--- src/rtl/id_ex_stage.sv ---
// ID->EX stage register with valid/ready handshake, flush-to-bubble and an
// optional 2-entry skid buffer (SKID=1) that keeps in_ready off the out_ready path.
module id_ex_stage #(
  parameter int DATA_W   = 32,
  parameter int NUM_DATA = 5,
  parameter int CTRL_W   = 14,
  parameter int SKID     = 1
) (
  input  logic                         clk,
  input  logic                         rst,
  input  logic                         in_valid,
  output logic                         in_ready,
  input  logic [NUM_DATA*DATA_W-1:0]   in_data,
  input  logic [CTRL_W-1:0]            in_ctrl,
  input  logic                         flush,
  output logic                         out_valid,
  input  logic                         out_ready,
  output logic [NUM_DATA*DATA_W-1:0]   out_data,
  output logic [CTRL_W-1:0]            out_ctrl,
  output logic [1:0]                   count
);

  localparam int DW = NUM_DATA * DATA_W;

  typedef enum logic [1:0] {EMPTY = 2'd0, ONE = 2'd1, FULL = 2'd2} state_t;

  state_t              state_q, state_d;
  logic [DW-1:0]       main_data_q, main_data_d, skid_data_q, skid_data_d;
  logic [CTRL_W-1:0]   main_ctrl_q, main_ctrl_d, skid_ctrl_q, skid_ctrl_d;
  logic                rdy_q;
  logic                accept, issue;

  assign out_valid = (state_q != EMPTY);
  assign count     = state_q;
  assign out_data  = main_data_q;
  // Bubbles must never carry live control bits downstream.
  assign out_ctrl  = out_valid ? main_ctrl_q : '0;
  assign in_ready  = (SKID != 0) ? rdy_q : (out_ready | ~out_valid);

  assign accept = in_valid & in_ready;
  assign issue  = out_valid & out_ready;

  always_comb begin
    state_d     = state_q;
    main_data_d = main_data_q;
    main_ctrl_d = main_ctrl_q;
    skid_data_d = skid_data_q;
    skid_ctrl_d = skid_ctrl_q;
    if (flush) begin
      state_d     = EMPTY;
      main_ctrl_d = '0;
      skid_ctrl_d = '0;
    end else begin
      unique case (state_q)
        EMPTY: if (accept) begin
          main_data_d = in_data;
          main_ctrl_d = in_ctrl;
          state_d     = ONE;
        end
        ONE: begin
          if (accept && issue) begin
            main_data_d = in_data;
            main_ctrl_d = in_ctrl;
          end else if (issue) begin
            state_d = EMPTY;
          end else if (accept && SKID != 0) begin
            // Late out_ready drop: park the new entry behind the held one.
            skid_data_d = in_data;
            skid_ctrl_d = in_ctrl;
            state_d     = FULL;
          end
        end
        FULL: if (issue) begin
          main_data_d = skid_data_q;
          main_ctrl_d = skid_ctrl_q;
          state_d     = ONE;
        end
        default: state_d = EMPTY;
      endcase
    end
  end

  always_ff @(posedge clk) begin
    if (rst) begin
      state_q     <= EMPTY;
      main_data_q <= '0;
      main_ctrl_q <= '0;
      skid_data_q <= '0;
      skid_ctrl_q <= '0;
      rdy_q       <= 1'b1;
    end else begin
      state_q     <= state_d;
      main_data_q <= main_data_d;
      main_ctrl_q <= main_ctrl_d;
      skid_data_q <= skid_data_d;
      skid_ctrl_q <= skid_ctrl_d;
      rdy_q       <= (state_d != FULL);
    end
  end

endmodule

--- config.mk ---
export PLATFORM = sky130hd
export DESIGN_NAME = id_ex_stage
export DESIGN_NICKNAME = d
export VERILOG_FILES = /design/src/rtl/id_ex_stage.sv
export SDC_FILE = /design/constraint.sdc
export NUM_CORES = 1
export LEC_CHECK = 0
export CAP_MARGIN = 10
export CORE_MARGIN = 1
export CORE_UTILIZATION = 40
export CTS_CLUSTER_SIZE = 8
export DETAILED_ROUTE_END_ITERATION = 16
export PLACE_DENSITY = 0.72
export SLEW_MARGIN = 20
export SYNTH_ARGS = -nofsm -noshare
export SYNTH_HDL_FRONTEND = slang
export SYNTH_SLANG_ARGS = --single-unit
--- constraint.sdc ---
create_clock -name clk -period 4.45 [get_ports clk]
set_input_delay 0.89 -clock clk [delete_from_list [all_inputs] [get_ports clk]]
set_output_delay 0.89 -clock clk [all_outputs]
set_load 0.1 [all_outputs]
==> flow_summary.yaml <==
timing:
  rsz0062_at_grt: "no"
  finalHoldViolations: 0
  min_period_ps: 3560
  worstMarginPinSlew_ps: 1100
  tns_ps: 0
  relSlewSlack_pct: 26.6
  fin_crit_sh_pct: 80.1
  setup_viol: 0
  clock_skew_ps: 10.9
  fmax_ghz: 0.281
  hold_ws_ps: 450
  slew_viol_final: 0
routing:
  via_per_inst: 5.09
  drc: 0
  vias: 11717
  postRouteWirelength_mm: 36.5
  drt-initial-drc-count: 602
  antenna_left: 0
  wire_per_inst_microns: 15.8
  dr.pass1.iters: 5
global_route:
  grt_max_degree: 161
  grt_util_all_layers_pct: 20.0
  grt_pass1_vias: 11147
  grt_antenna_before_repair: 0
  grt_overflow: 0
  grt_pass1_wl_mm: 58.3
logic_synthesis:
  yosysTopAreaCellShare_pct: 51.0
  synthesis.area_sq_um: 13800
  seq_area_frac_synth_pct: 51.0
  avgSynthCellArea_sq_um: 8.79
  ys_warn_count: 0
  synth_cell_types: 21
  synth_top_cell_by_area: "dfxtp_1"
  netlist_instances: 1568
  syn-num-nets: 1747
  ys_ff_latch: 351
  synth_area_leaders: "dfxtp_1, mux2i_1, a211oi_1, nand2_1, a21oi_1"
worst_setup_path:
  crit_required_ps: 3560
  crit_type: "flop to output port"
  r2r_end: "out_data[60]"
  cp-startpoint: "count[1]"
  cp_max_fo: 15
  r2r_setup_slack_ps: 2250
  startpoint_type: "flop"
  crit_arrival_ps: 2670
  r2r-start: "count[1]"
  crit_path_end_kind: "output port"
  r2r.worst_path.cells: 5
worst_hold_path:
  min_to: "skid_data_q[148]"
  hold_depth: 2
  min_path_type: "flop to flop"
  min-delay-start: "skid_data_q[148]"
clock_tree:
  path_clk_slew_ps: 50
  clock_latency_ps: 540
  cts_setup_buffers: 0
  clockBufferDepth: 3
  h-tree-depth: 2
  cts_tree: "done"
  ctsResizeCount: 0
  numCtsBuffers: 49
  clockRootBuffer: "clkbuf_16"
  cts_hold_buffers: 0
  cts_sinks: 351
power_and_ir_drop:
  p_leak_nw: 7.58
  p_per_area_nw_per_um2: 433
  irDropWorstVdd_v: 0.000272
  power_mw: 8.14
final_layout:
  drive_gt1_share_pct: 3.88
  nNetsFinal: 2031
  fin_area_sq_um: 18800
  mostFrequentLayoutCell: "clkdlybuf4s50_1"
  final_cell_mix: "clkdlybuf4s50_1, dfxtp_1, nand2_1, nor2_1"
  area_growth_pct: 36.4
  utilization_pct: 55.8
  n_antenna_cell: 0
flow_run:
  max_cap_viol_count: 0
status:
  status: "completed"
placement:
  portBuffers: 356
  gp_congestion: 0.787
  hpwl_mm: 22.6
  placed_cell_area_sq_um: 17500
floorplanning:
  rows: 67
  die_area_sq_um: 35200
  initial_core_util_pct: 40.9
  die_height_microns: 188
  fp.dieW_microns: 188
  io_pins: 357
  core_area_sq_um: 33700
==> worst max-delay path, cell delays in order, from the launching register on <==
cell             delay (ps)
dfxtp_1                 370
nor2_1                  660
nor2b_1                 100
clkdlybuf4s50_1        1010
==> Yosys cell counts <==
| master | instances |
|---|---|
| a211o_1 | 1 |
| a211oi_1 | 175 |
| a21boi_0 | 1 |
| a21oi_1 | 174 |
| buf_2 | 71 |
| buf_4 | 2 |
| clkbuf_1 | 62 |
| dfxtp_1 | 351 |
| inv_1 | 3 |
| mux2i_1 | 175 |
| nand2_1 | 350 |
| nand2b_1 | 4 |
| nand3b_4 | 1 |
| nor2_1 | 176 |
| nor2b_1 | 16 |
| nor3_2 | 1 |
| o22ai_1 | 1 |
| o22ai_2 | 1 |
| o32ai_4 | 1 |
| or2_2 | 1 |
| or3_1 | 1 |
==> state kept, by name, indices dropped and copies added (netlist names) <==
name / flops
out_data: 160
count: 2
in_ready: 1
skid_ctrl_q: 14
skid_data_q: 160
main_ctrl_q: 14
==> through the flow <==
stage	setup slack [ps]	cells
floorplan	711	1568
global placement	1470	2249
detailed placement	1380	2249
CTS	862	2302
global route	709	2302
finish	887	2302
==> metal layers <==
metal	global-route usage (%)	up-vias	wire length, microns
met1	24.4	5393	15500
met5	0	-	0
met2	33.6	324	17100
li1	-	5923	-
met3	5.32	77	2560
met4	7.82	0	1240
==> worst max path at each step <==
stage,to,slack [ps],cells after the start
3_5_place_dp,skid_data_q[50],1380,6
5_1_grt,out_ctrl[8],710,3
4_1_cts,out_ctrl[4],860,3
6_report,out_ctrl[8],890,3
3_3_place_gp,skid_data_q[82],1470,6
2_1_floorplan,out_ctrl[10],710,3
==> where the power goes <==
part,switching (mW),internal (mW)
clock,1.24,1.99
sequential,0.0666,3.28
combinational,1.12,0.447
==> layout make-up <==
class                           count  area, sq um
Multi-Input combinational cell   1079         6170
Clock inverter                      1         8.76
Fill cell                        2971        14900
Sequential cell                   351         7030
Timing Repair Buffer              368         3750
Tap cell                          448          561
Inverter                            3         11.3
Clock buffer                       52         1280
==> logic make-up after synthesis <==
logic type / Yosys count / synth area share [%]
muxes: 175 / 12.7
buffers and inverters: 138 / 4.46
AOI/OAI and AO/OA: 354 / 16.3
DFF: 351 / 51.0
and+or+nand+nor: 550 / 15.5
Power figures use the tool's default switching activity.
